### config.mk
export PLATFORM = sky130hd
export DESIGN_NAME = rom_load_arb
export DESIGN_NICKNAME = d
export VERILOG_FILES = /design/src/rtl/rom_load_arb_pkg.sv /design/src/rtl/rom_cart_mirror.sv /design/src/rtl/rom_load_arb.sv
export SDC_FILE = /design/constraint.sdc
export NUM_CORES = 1
export LEC_CHECK = 0
export ABC_CLOCK_PERIOD_IN_PS = 8200
export CAP_MARGIN = 20
export CORE_MARGIN = 4
export CORE_UTILIZATION = 40
export CTS_CLUSTER_SIZE = 24
export DETAILED_ROUTE_END_ITERATION = 10
export PLACE_DENSITY = 0.72
export SYNTH_ARGS = -nofsm -noshare
export SYNTH_HDL_FRONTEND = slang
export SYNTH_SLANG_ARGS = --single-unit
### constraint.sdc
create_clock -name clk_sys -period 8.2 [get_ports clk_sys]
set_clock_uncertainty 0.15 [all_clocks]
set_input_delay 1.64 -clock clk_sys [delete_from_list [all_inputs] [get_ports clk_sys]]
set_output_delay 1.64 -clock clk_sys [all_outputs]
set_load 0.005 [all_outputs]
### src/rtl/rom_load_arb_pkg.sv
// rtl/rom_load_arb_pkg.sv - shared state type and constants for the ROM download arbiter
package rom_load_arb_pkg;

  typedef enum logic [1:0] {
    ST_IDLE,
    ST_WR_LO,
    ST_WR_HI,
    ST_RUN
  } state_t;

  localparam logic [7:0]  IDX_BIOS  = 8'd0;
  localparam logic [7:0]  IDX_CART  = 8'd1;
  localparam logic [31:0] MIRROR_2K = 32'd2048;
  localparam logic [31:0] MIRROR_4K = 32'd4096;
  localparam logic [7:0]  OPEN_BUS  = 8'hFF;

endpackage

### src/rtl/rom_cart_mirror.sv
// rtl/rom_cart_mirror.sv - combinational cart address mirroring and bounds flag
module rom_cart_mirror
  import rom_load_arb_pkg::*;
#(
  parameter int REGION_W = 13
) (
  input  logic [REGION_W-1:0] i_cart_addr,
  input  logic [REGION_W:0]   i_cart_size,
  output logic [REGION_W-1:0] o_mapped_addr,
  output logic                o_out_of_range
);

  logic [31:0]         w_size32;
  logic [REGION_W-1:0] w_mask;

  // Small carts repeat across the window so images built for 2K/4K decode correctly
  always_comb begin
    w_size32 = 32'(i_cart_size);
    if (w_size32 <= MIRROR_2K) begin
      w_mask = (REGION_W)'(MIRROR_2K - 32'd1);
    end else if (w_size32 <= MIRROR_4K) begin
      w_mask = (REGION_W)'(MIRROR_4K - 32'd1);
    end else begin
      w_mask = '1;
    end
    o_mapped_addr  = i_cart_addr & w_mask;
    o_out_of_range = (i_cart_size == '0) || ({1'b0, o_mapped_addr} >= i_cart_size);
  end

endmodule

### src/rtl/rom_load_arb.sv
// rtl/rom_load_arb.sv - arbitrates a single-port ROM RAM between HPS download and CPU BIOS/cart reads
module rom_load_arb
  import rom_load_arb_pkg::*;
#(
  parameter int REGION_W = 13
) (
  input  logic                clk_sys,
  input  logic                reset_n,
  input  logic                ioctl_download,
  input  logic [7:0]          ioctl_index,
  input  logic                ioctl_wr,
  input  logic [24:0]         ioctl_addr,
  input  logic [15:0]         ioctl_dout,
  output logic                ioctl_wait,
  input  logic [REGION_W-1:0] bios_addr,
  output logic [7:0]          bios_do,
  input  logic [REGION_W-1:0] cart_addr,
  output logic [7:0]          cart_do,
  output logic [REGION_W:0]   mem_addr,
  output logic [7:0]          mem_din,
  output logic                mem_we,
  input  logic [7:0]          mem_q,
  output logic [REGION_W:0]   cart_size,
  output logic                load_done,
  output logic                overrun
);

  state_t              r_state;
  state_t              w_state_nxt;
  logic                r_slot;
  logic                r_dl_prev;
  logic                r_region;
  logic [REGION_W-1:0] r_addr;
  logic [15:0]         r_word;
  logic [REGION_W:0]   r_cart_size;
  logic [7:0]          r_bios_do;
  logic [7:0]          r_cart_do;
  logic                r_load_done;
  logic                r_done_pend;
  logic                r_overrun;
  logic                r_pend_valid;
  logic                r_pend_slot;
  logic                r_pend_oob;

  logic                w_dl_rise;
  logic                w_dl_fall;
  logic                w_idx_ok;
  logic                w_addr_ok;
  logic                w_accept;
  logic                w_busy;
  logic                w_done_now;
  logic [REGION_W-1:0] w_cart_map;
  logic                w_cart_oob;
  logic [REGION_W:0]   w_wr_end;
  logic [REGION_W:0]   w_size_base;
  logic [REGION_W:0]   w_size_nxt;

  rom_cart_mirror #(
    .REGION_W(REGION_W)
  ) u_mirror (
    .i_cart_addr   (cart_addr),
    .i_cart_size   (r_cart_size),
    .o_mapped_addr (w_cart_map),
    .o_out_of_range(w_cart_oob)
  );

  assign w_dl_rise  = ioctl_download & ~r_dl_prev;
  assign w_dl_fall  = ~ioctl_download & r_dl_prev;
  assign w_idx_ok   = (ioctl_index == IDX_BIOS) || (ioctl_index == IDX_CART);
  assign w_addr_ok  = (ioctl_addr >> REGION_W) == 25'd0;
  assign w_accept   = (r_state == ST_IDLE) && ioctl_download && ioctl_wr && w_idx_ok && w_addr_ok;
  assign w_busy     = (r_state == ST_WR_LO) || (r_state == ST_WR_HI);
  // The end-of-download pulse waits until an in-flight byte pair has landed
  assign w_done_now = (w_dl_fall | r_done_pend) & ~w_busy;
  assign w_wr_end   = {1'b0, ioctl_addr[REGION_W-1:0]} + (REGION_W+1)'(2);

  always_comb begin
    w_size_base = ((w_dl_rise == 1'b1) && (ioctl_index == IDX_CART)) ? '0 : r_cart_size;
    w_size_nxt  = w_size_base;
    if (w_accept && (ioctl_index == IDX_CART) && (w_wr_end > w_size_base)) begin
      w_size_nxt = w_wr_end;
    end
  end

  always_comb begin
    w_state_nxt = r_state;
    mem_we      = 1'b0;
    mem_addr    = '0;
    mem_din     = '0;
    case (r_state)
      ST_IDLE: begin
        if (w_accept) begin
          w_state_nxt = ST_WR_LO;
        end else if (!ioctl_download) begin
          w_state_nxt = ST_RUN;
        end
      end
      ST_WR_LO: begin
        mem_we      = 1'b1;
        mem_addr    = {r_region, r_addr};
        mem_din     = r_word[7:0];
        w_state_nxt = ST_WR_HI;
      end
      ST_WR_HI: begin
        mem_we      = 1'b1;
        mem_addr    = {r_region, r_addr[REGION_W-1:1], 1'b1};
        mem_din     = r_word[15:8];
        w_state_nxt = ST_IDLE;
      end
      ST_RUN: begin
        mem_addr = r_slot ? {1'b1, w_cart_map} : {1'b0, bios_addr};
        if (w_dl_rise) begin
          w_state_nxt = ST_IDLE;
        end
      end
      default: w_state_nxt = ST_IDLE;
    endcase
  end

  always_ff @(posedge clk_sys or negedge reset_n) begin
    if (!reset_n) begin
      r_state      <= ST_IDLE;
      r_slot       <= 1'b0;
      r_dl_prev    <= 1'b0;
      r_region     <= 1'b0;
      r_addr       <= '0;
      r_word       <= '0;
      r_cart_size  <= '0;
      r_bios_do    <= OPEN_BUS;
      r_cart_do    <= OPEN_BUS;
      r_load_done  <= 1'b0;
      r_done_pend  <= 1'b0;
      r_overrun    <= 1'b0;
      r_pend_valid <= 1'b0;
      r_pend_slot  <= 1'b0;
      r_pend_oob   <= 1'b0;
    end else begin
      r_state     <= w_state_nxt;
      r_dl_prev   <= ioctl_download;
      r_slot      <= (r_state == ST_RUN) ? ~r_slot : 1'b0;
      r_cart_size <= w_size_nxt;
      r_load_done <= w_done_now;
      r_done_pend <= (w_dl_fall | r_done_pend) & ~w_done_now;
      if (w_accept) begin
        r_addr   <= ioctl_addr[REGION_W-1:0];
        r_word   <= ioctl_dout;
        r_region <= (ioctl_index == IDX_CART);
      end
      if (ioctl_wr && w_busy) begin
        r_overrun <= 1'b1;
      end
      // mem_q lags the address by one clock, so the slot and bounds flag ride along
      r_pend_valid <= (r_state == ST_RUN);
      r_pend_slot  <= r_slot;
      r_pend_oob   <= w_cart_oob;
      if (r_pend_valid) begin
        if (r_pend_slot) begin
          r_cart_do <= r_pend_oob ? OPEN_BUS : mem_q;
        end else begin
          r_bios_do <= mem_q;
        end
      end
    end
  end

  assign ioctl_wait = w_busy;
  assign bios_do    = r_bios_do;
  assign cart_do    = r_cart_do;
  assign cart_size  = r_cart_size;
  assign load_done  = r_load_done;
  assign overrun    = r_overrun;

endmodule

Word-level counts from Yosys, hierarchy flattened
Index checks and enable logic that the tools add are counted.
{"block": "classes", "add_sub_neg": 1, "order_cmp": 4, "n_eq_ne": 6, "n_mux": 14, "n_bitwise": 12, "n_reduce_logical": 19}
{"operator": "14-bit two-way mux", "count": 3}
{"operator": "14-bit case mux with 3 select lines", "count": 1}
{"operator": "13-bit two-way mux", "count": 2}
{"operator": "25-bit zero test", "count": 1}
{"operator": "8-bit case mux with 2 select lines", "count": 1}
{"operator": "13-bit by 2-bit adder with 14-bit output, second input constant", "count": 1}
{"operator": "13-bit by 14-bit greater-or-equal comparator with 1-bit output", "count": 1}
{"operator": "14-bit > comparator", "count": 1}
{"operator": "14-bit by 12-bit less-or-equal comparator with 1-bit output, second input constant", "count": 1}
{"operator": "14-bit by 13-bit less-or-equal comparator with 1-bit output, second input constant", "count": 1}
{"operator": "14-bit zero test", "count": 1}
{"operator": "13-bit AND", "count": 1}
{"operator": "8-bit by 1-bit == test with 1-bit output, second input constant", "count": 1}
{"operator": "1-bit logical AND", "count": 8}
{"operator": "8-bit zero test", "count": 1}
{"operator": "8-bit two-way mux", "count": 1}
{"operator": "2-bit case mux with 4 select lines", "count": 1}
{"operator": "2-bit two-way mux", "count": 3}
{"operator": "1-bit NOT", "count": 6}
{"operator": "2-bit AND reduction", "count": 3}
{"operator": "1-bit AND", "count": 4}
{"operator": "2-bit == test, second input constant", "count": 2}
{"operator": "1-bit logical OR", "count": 3}
{"operator": "3-bit inequality test, second input constant", "count": 1}
{"operator": "other kinds (6)", "count": 7}
{"block": "totals", "reg_bits": 70, "input_bits": 87, "output_inout_bits": 56}

Longest topological paths before layout
Gate-level depths: netlist of the first run.
{"block": "depth", "depth_word": 8, "mapped_depth": 12, "depth_no_buf": 11}

Hierarchy
From an unflattened synthesis of the first run, not the netlist that was laid out.
{"block": "hier_totals", "hier_cells": 473, "area_unflattened_um2": 4347.9}
{"module": "rom_load_arb", "instances": 1, "cells_each": 409, "area_each_um2": 3858.7, "seq_area_each_um2": 1771.7}
{"module": "rom_cart_mirror", "instances": 1, "cells_each": 64, "area_each_um2": 489.2, "seq_area_each_um2": 0.0}

Worst setup path after synthesis of the first run
No wires, ideal clock.
{"block": "synth_timing", "path_type": "input to register", "from": "input ioctl_index[5]", "to": "register r_cart_size[0], in the netlist cart_size[0]", "setup_ns": 0.125, "arrival_ns": 3.941, "t_required_ns": 7.925, "path_slack_ns": 3.984, "stages": 10, "path_buffers": 1, "path_cell_list": "nor4_1 > nand2_1 > or3_1 > clkbuf_1 > nand2_1 > ha_1 > nand4_1 > o41ai_1 > a311oi_4 > mux2_2"}
{"block": "synth_between", "elab_chain_cells": 7, "elab_cells_between_ends": 11}
{"element": "start: declaration", "line": "rom_load_arb.sv:10", "text": "input logic [7:0] ioctl_index,"}
{"element": "branches (longest 6 deep; another with 14-bit > comparator)"}
{"element": "14-bit two-way mux *", "line": "rom_load_arb.sv:80", "text": "if (w_accept && (ioctl_index == IDX_CART) && (w_wr_end > w_size_base)) begin"}
{"element": "net w_size_nxt[0]", "line": "rom_load_arb.sv:56", "text": "logic [REGION_W:0] w_size_nxt;"}
{"element": "end signal: assignment", "line": "rom_load_arb.sv:141", "text": "r_cart_size <= w_size_nxt;"}
{"element": "end: declaration", "line": "rom_load_arb.sv:35", "text": "logic [REGION_W:0] r_cart_size;"}
Mark *: on every way through the listed nets, which the timed path passes.
A chain may end at the register's enable or synchronous reset.

Worst setup path in the final report of the first run
Same ends and word-level chain as after synthesis.

==> impl_metrics.csv, run 1 <==
group,metric,value,unit
worst_setup_path,timing_worst_setup_path_type,"primary input to register",
placement,placed_area,5680,µm²
yosys,yosysTopAreaCell,"dfrtp_1",
sta,maxSlewHeadroom,33.0,%
worst_hold_path,hp-class,"register to register",
worst_setup_path,cp_max_fo,14,
sta,setup_violations,0,
cts,clockBufferDepth,2,
yosys,async_reset_ff_share,100,%
outcome,status,"finished clean",
yosys,synth_area,4180,µm²
pwr,p_per_area,178,nW/µm²
yosys,synth.avg_cell_area,10.2,µm²
die,placeableCoreArea,10200,µm²
global_route,busiest_layer,"met2",
global_route,met2_usage,32.5,%
yosys,synthCells,411,
cts,cts_sinks,70,
cts,h-tree-depth,3,
drt,post_drt_wl_per_cell,17.3,µm
global_route,grt_pass1_vias,3659,
sta,worst_slew_pin_slew,1.00,ns
flow_run,cap_violations,0,
cells_and_area,diodes,0,
cells_and_area,final_util,57.3,%
sta,setup_ws,3.13,ns
cts,ctsHoldBuffers,0,
yosys,ys.warnings.count,0,
drt,wl,11.9,mm
cts,cts_tree,"built",
pwr,ir_drop,0.115,mV
yosys,yosys_register_bits,70,
yosys,ys_seq_area_share,42.4,%
worst_setup_path,worstPathCellList,"clkdlybuf4s50_1 > nor4_1 > nand2_1 > or3_1 > and2_1 > ha_1 > nand3b_1 > a21oi_1 > o31ai_1 > a311oi_4 > mux2_2",
sta,rsz0062_at_grt,"no",
global_route,use_met3,5.53,%
sta,worst_hold_slack,0.311,ns
yosys,synthDistinctLibCells,41,
placement,gp_congestion,0.965,
worst_setup_path,crit_arrival,5.15,ns
placement,pre_cts_ws,2.77,ns
global_route,grt_usage,19.9,%
global_route,grt_max_degree,71,
sta,drv_slew,0,
global_route,grt_util_met1,25.7,%
worst_setup_path,crit_path_end_kind,"register",
drt,vias_per_cell,5.19,
drt,drc,0,
sta,tns,0,ns
drt,num_vias,3553,
cts,cts_resized,0,
drt,antenna_left,0,
die,num_rows,37,
yosys,synth_ff_type,"dfrtp_1",
drt,drt_iter0_markers,208,
placement,io_buffers,142,
die,ios,143,
die,start_util,40.8,%
worst_setup_path,cp.required,8.28,ns
cells_and_area,post_route_cells_drive_above_1_share,15.5,%
yosys,syn-num-nets,530,
cells_and_area,syn_to_final_growth,40.3,%
yosys,yosysTopAreaCellShare,32.3,%
sta,min_period_over_period,61.9,%
pwr,combPwrFrac,35.1,%
global_route,grt_overflow_total,0,
pwr,p_sw_share,32.0,%
drt,drtPass1Iterations,4,
cells_and_area,stdcell_area,5860,µm²
placement,dp_hpwl,9.19,mm
worst_setup_path,start_kind,"primary input",
sta,min_period,5.07,ns
worst_setup_path,max_stage_delay,0.81,ns
die,die-height,110,µm
global_route,grt_pass1_wl,18.5,mm
pwr,clock_power_share,24.7,%
global_route,antenna_found_initial,0,
yosys,synth-edff-count,0,
worst_setup_path,crit_slowest_cell,"a311oi_4",
yosys,ys_top_cells_by_area,"dfrtp_1, mux2_2, dfstp_2",
cts,cts_made_buffers,9,
die,die_w,110,µm
pwr,p_int,0.000710,W
cts,path_clk_slew,0.08,ns
cts,root_buffer,"clkbuf_8",
pwr,power.share.sequential,40.2,%
cts,cts_setup_buffers,0,
pwr,power_leakage,2.50,nW
cells_and_area,layout.nets,663,
sta,clock.fmax,197,MHz
pwr,p_switching,0.000335,W
die,die_area,12100,µm²
cts,clock_latency,0.34,ns
sta,finalHoldViolations,0,
==> metrics by stage <==
stage / power (W) / std cells
floorplan: 0.000611 / 411
global placement: 0.000789 / 669
detailed placement: 0.000796 / 669
CTS: 0.00106 / 685
global route: 0.00111 / 685
finish: 0.00104 / 685
==> layout by cell type, fill, tap and decap left out, drive strengths merged, types with 2 or more instances in the layout <==
| cell type | netlist | final |
|---|---|---|
| clkdlybuf4s50 | 0 | 141 |
| dfrtp | 54 | 54 |
| mux2 | 47 | 47 |
| nor2 | 34 | 34 |
| inv | 32 | 34 |
| ha | 32 | 32 |
| nand2 | 25 | 25 |
| a21oi | 25 | 25 |
| a22oi | 20 | 20 |
| dfstp | 16 | 16 |
| nor2b | 13 | 13 |
| mux2i | 13 | 13 |
| nand3 | 11 | 11 |
| clkbuf | 18 | 10 |
| and3 | 7 | 7 |
| a21o | 7 | 7 |
| xnor2 | 6 | 6 |
| o21ai | 6 | 6 |
| nor4 | 4 | 4 |
| nand2b | 4 | 4 |
| xor2 | 4 | 4 |
| nor3 | 3 | 3 |
| and2 | 3 | 3 |
| nand4 | 3 | 3 |
| clkinv | 0 | 3 |
| buf | 4 | 3 |
| or3 | 2 | 2 |
| o21a | 2 | 2 |
| o31ai | 2 | 2 |
| or4 | 2 | 2 |
| a22o | 2 | 2 |
==> state kept, by name, summed over array words and instances (netlist names) <==
| signal | cells |
|---|---|
| r_pend_oob | 1 |
| r_slot | 1 |
| load_done | 1 |
| cart_do | 8 |
| overrun | 1 |
| r_done_pend | 1 |
| r_pend_slot | 1 |
| r_addr | 13 |
| r_word | 16 |
| bios_do | 8 |
| r_pend_valid | 1 |
| r_region | 1 |
| cart_size | 14 |
| r_state | 2 |
| r_dl_prev | 1 |
==> power by group through the flow <==
stage | clock, W | sequential [W] | combinational, W
2_1_floorplan | 0 | 0.000417 | 0.000194
3_3_place_gp | 0 | 0.000424 | 0.000365
3_5_place_dp | 0 | 0.000426 | 0.000369
4_1_cts | 0.000267 | 0.000420 | 0.000371
5_1_grt | 0.000285 | 0.000423 | 0.000399
6_report | 0.000259 | 0.000420 | 0.000367
==> final timing paths <==
check / slack [ns] / depth (start not counted) / endpoint / from
setup / recovery: 3.13 / 11 / cart_size[0] / ioctl_index[5]
hold / removal: 0.31 / 1 / overrun / overrun
setup reg to reg: 4.39 / 7 / cart_size[0] / r_state[0]
hold reg to reg: 0.31 / 1 / overrun / overrun
max in group asynchronous: 5.98 / 2 / r_addr[2] / reset_n
min in group asynchronous: 1.35 / 2 / r_pend_oob / reset_n
==> area by class of cell <==
class	instances	area [µm²]
Clock buffer	10	138
Fill cell	896	4370
Inverter	32	120
Clock inverter	6	43.8
Timing Repair Buffer	144	1430
Sequential cell	70	1770
Tap cell	136	170
Multi-Input combinational cell	287	2180
==> logic make-up (layout without fill, tap and decap cells) <==
group	Yosys count	count (layout)	synth area share [%]
DFF	70	70	42.4
adders and majority gates	32	32	9.58
AOI/OAI and AO/OA	71	71	11.6
and+or+nand+nor	114	114	13.3
xor gates and xnor gates	10	10	2.10
muxes	60	60	15.8
buffers and inverters	54	192	5.30
==> synthesized netlist by cell type, types with 7 or more instances <==
cell,number
a21oi_1,25
a22oi_1,20
ha_1,32
mux2i_1,13
inv_1,32
dfrtp_1,54
dfstp_2,16
nand2_1,25
nor2_1,34
nor2b_1,13
mux2_2,47
clkbuf_1,18
and3_1,7
nand3_1,11
a21o_1,7
==> critical path, delay by kind of cell <==
kind	cells	cell delay [ns]
AND/OR/NAND/NOR	5	1.45
multiplexers	1	0.42
AO/OA/AOI/OAI	3	1.06
adder cells (fa/ha/maj)	1	0.18
buffers and inverters	1	0.40
==> routing by layer <==
metal  routed length [µm]  vias to the layer above
met5                    0                        -
met1                 5060                     1697
met3                 1020                       17
met4                  232                        0
met2                 5570                      130
li1                     -                     1709
No activity file was read; power rests on OpenSTA's default activity.
==> run 2, diff against run 1 <==
--- a/config.mk
+++ b/config.mk
@@ -5,7 +5,7 @@
 export SDC_FILE = /design/constraint.sdc
 export NUM_CORES = 1
 export LEC_CHECK = 0
-export ABC_CLOCK_PERIOD_IN_PS = 8200
+export ABC_CLOCK_PERIOD_IN_PS = 5100
 export CAP_MARGIN = 20
 export CORE_MARGIN = 4
 export CORE_UTILIZATION = 40
==> constraint.sdc (replaced) <==
create_clock -name clk_sys -period 5.1 [get_ports clk_sys]
set_clock_uncertainty 0.15 [all_clocks]
set_input_delay 1.02 -clock clk_sys [delete_from_list [all_inputs] [get_ports clk_sys]]
set_output_delay 1.02 -clock clk_sys [all_outputs]
set_load 0.005 [all_outputs]
==> impl_metrics.csv, run 2 (synthesized netlist as in run 1, its figures left out) <==
group,metric,value,unit
outcome,status,"finished clean",
sta,clock.fmax,223,MHz
pwr,p_per_area,294,nW/µm²
die,die-height,110,µm
sta,maxSlewHeadroom,33.5,%
sta,min_period,4.48,ns
drt,drc,0,
cts,clock_latency,0.33,ns
die,num_rows,37,
worst_setup_path,cp.required,5.18,ns
worst_setup_path,timing_worst_setup_path_type,"primary input to register",
cells_and_area,largest_register,"r_word",
sta,drv_slew,0,
cts,cts_tree,"built",
drt,wl,12.1,mm
global_route,grt_max_degree,40,
sta,tns,0,ns
cells_and_area,seqCellArea,1770,µm²
cells_and_area,post_route_cells_drive_above_1_share,15.5,%
cts,clockBufferDepth,2,
drt,drtPass1Iterations,4,
die,ios,143,
sta,worst_slew_pin_slew,0.998,ns
cells_and_area,largest_register_ff_count,16,
placement,gp_congestion,0.939,
drt,num_vias,3632,
flow_run,cap_violations,0,
die,start_util,40.8,%
cts,cts_setup_buffers,0,
cells_and_area,mostFrequentLayoutCell,"clkdlybuf4s50_1",
drt,vias_per_cell,5.30,
cells_and_area,layout.nets,663,
worst_setup_path,crit_slowest_cell,"a311oi_4",
worst_setup_path,crit_path_end_kind,"register",
worst_setup_path,worstPathCellList,"clkdlybuf4s50_1 > and3_1 > and3_1 > and3_1 > xnor2_1 > inv_1 > ha_1 > nand4_1 > nand2b_1 > a311oi_4 > mux2_2",
sta,worst_hold_slack,0.318,ns
drt,antenna_left,0,
sta,min_period_over_period,87.8,%
global_route,grt_overflow_total,0,
cells_and_area,final_util,57.5,%
drt,post_drt_wl_per_cell,17.7,µm
die,placeableCoreArea,10200,µm²
sta,rsz0062_at_grt,"no",
worst_setup_path,cp_max_fo,14,
drt,drt_iter0_markers,178,
cts,cts_sinks,70,
pwr,power_leakage,2.51,nW
cells_and_area,multi_input_comb_area,2180,µm²
global_route,antenna_found_initial,0,
die,die_area,12100,µm²
global_route,grt_pass1_vias,3858,
placement,io_buffers,142,
cts,path_clk_slew,0.09,ns
cells_and_area,diodes,0,
worst_setup_path,crit_arrival,4.56,ns
cts,root_buffer,"clkbuf_8",
pwr,ir_drop,0.192,mV
cts,cts_made_buffers,9,
die,die_w,110,µm
sta,finalHoldViolations,0,
worst_setup_path,crit_top_cell,"and3_1",
cells_and_area,n_fill_cell,895,
cts,ctsHoldBuffers,0,
cts,cts_resized,0,
worst_setup_path,max_stage_delay,0.87,ns
cts,h-tree-depth,3,
cells_and_area,syn_to_final_growth,40.9,%
global_route,grt_usage,20.0,%
placement,dp_hpwl,9.44,mm
sta,setup_violations,0,
global_route,grt_pass1_wl,18.8,mm
cells_and_area,layout_common_cells,"clkdlybuf4s50_1, dfrtp_1, mux2_2",
worst_setup_path,start_kind,"primary input",
worst_hold_path,hp-class,"register to register",
[run 2: changes by cell type in the layout (fill, tap and decap cells not counted)]
cell,change
bufinv_16,+1
clkinv_2,-1
[run 2: critical path, delay by kind of cell]
family          cells  cell delay [ns]
buf+inv             2             0.63
xor+xnor            1             0.16
simple gates        5             1.13
compound gates      1             0.87
mux                 1             0.42
fa+ha+maj           1             0.31
[run 2: area by class of cell]
cell class              instances  area share, %
clock inverters                 6           1.17
well taps                     136           2.89
flip-flops and latches         70           30.1
clock buffers                  10           2.34
multi-input cells             287           37.1
inverters                      32           2.04
repair buffers                144           24.3
[run 2: worst paths after layout]
path                                from           end  slack [ns]  depth (start not counted)
max                        ioctl_addr[3]  cart_size[0]        0.62                         11
max reg2reg                   r_state[0]  cart_size[0]        1.35                          7
max in group asynchronous        reset_n    cart_do[4]        3.23                          2
min                              overrun       overrun        0.32                          1
min in group asynchronous        reset_n     r_addr[9]        0.58                          1
min reg2reg                      overrun       overrun        0.32                          1
[run 2: power by group]
group	switching [W]	total (W)	internal [W]
Sequential	0.0000427	0.000675	0.000632
Combinational	0.000271	0.000588	0.000317
Clock	0.000226	0.000469	0.000243
Total	0.000540	0.00173	0.00119
[run 2: per-stage QoR]
stage | total power, W | cells | worst slack, ns | instance area (µm²)
final | 0.00173 | 685 | 0.620 | 5880
after global routing | 0.00183 | 685 | 0.457 | 5880
after CTS | 0.00175 | 685 | 0.661 | 5880
after detailed placement | 0.00128 | 669 | 0.307 | 5680
after global placement | 0.00127 | 669 | 0.345 | 5680
after floorplan | 0.000982 | 411 | 1.50 | 4180
[run 2: per-layer routing]
layer | share of wire, % | vias up | routed length (µm) | global-route usage (%)
li1 | - | 1706 | - | -
met1 | 40 | 1751 | 4880 | 24.0
met2 | 48 | 151 | 5870 | 35.0
met3 | 9.2 | 24 | 1120 | 4.83
met4 | 2.0 | 0 | 239 | 6.42
met5 | 0 | - | 0 | 0
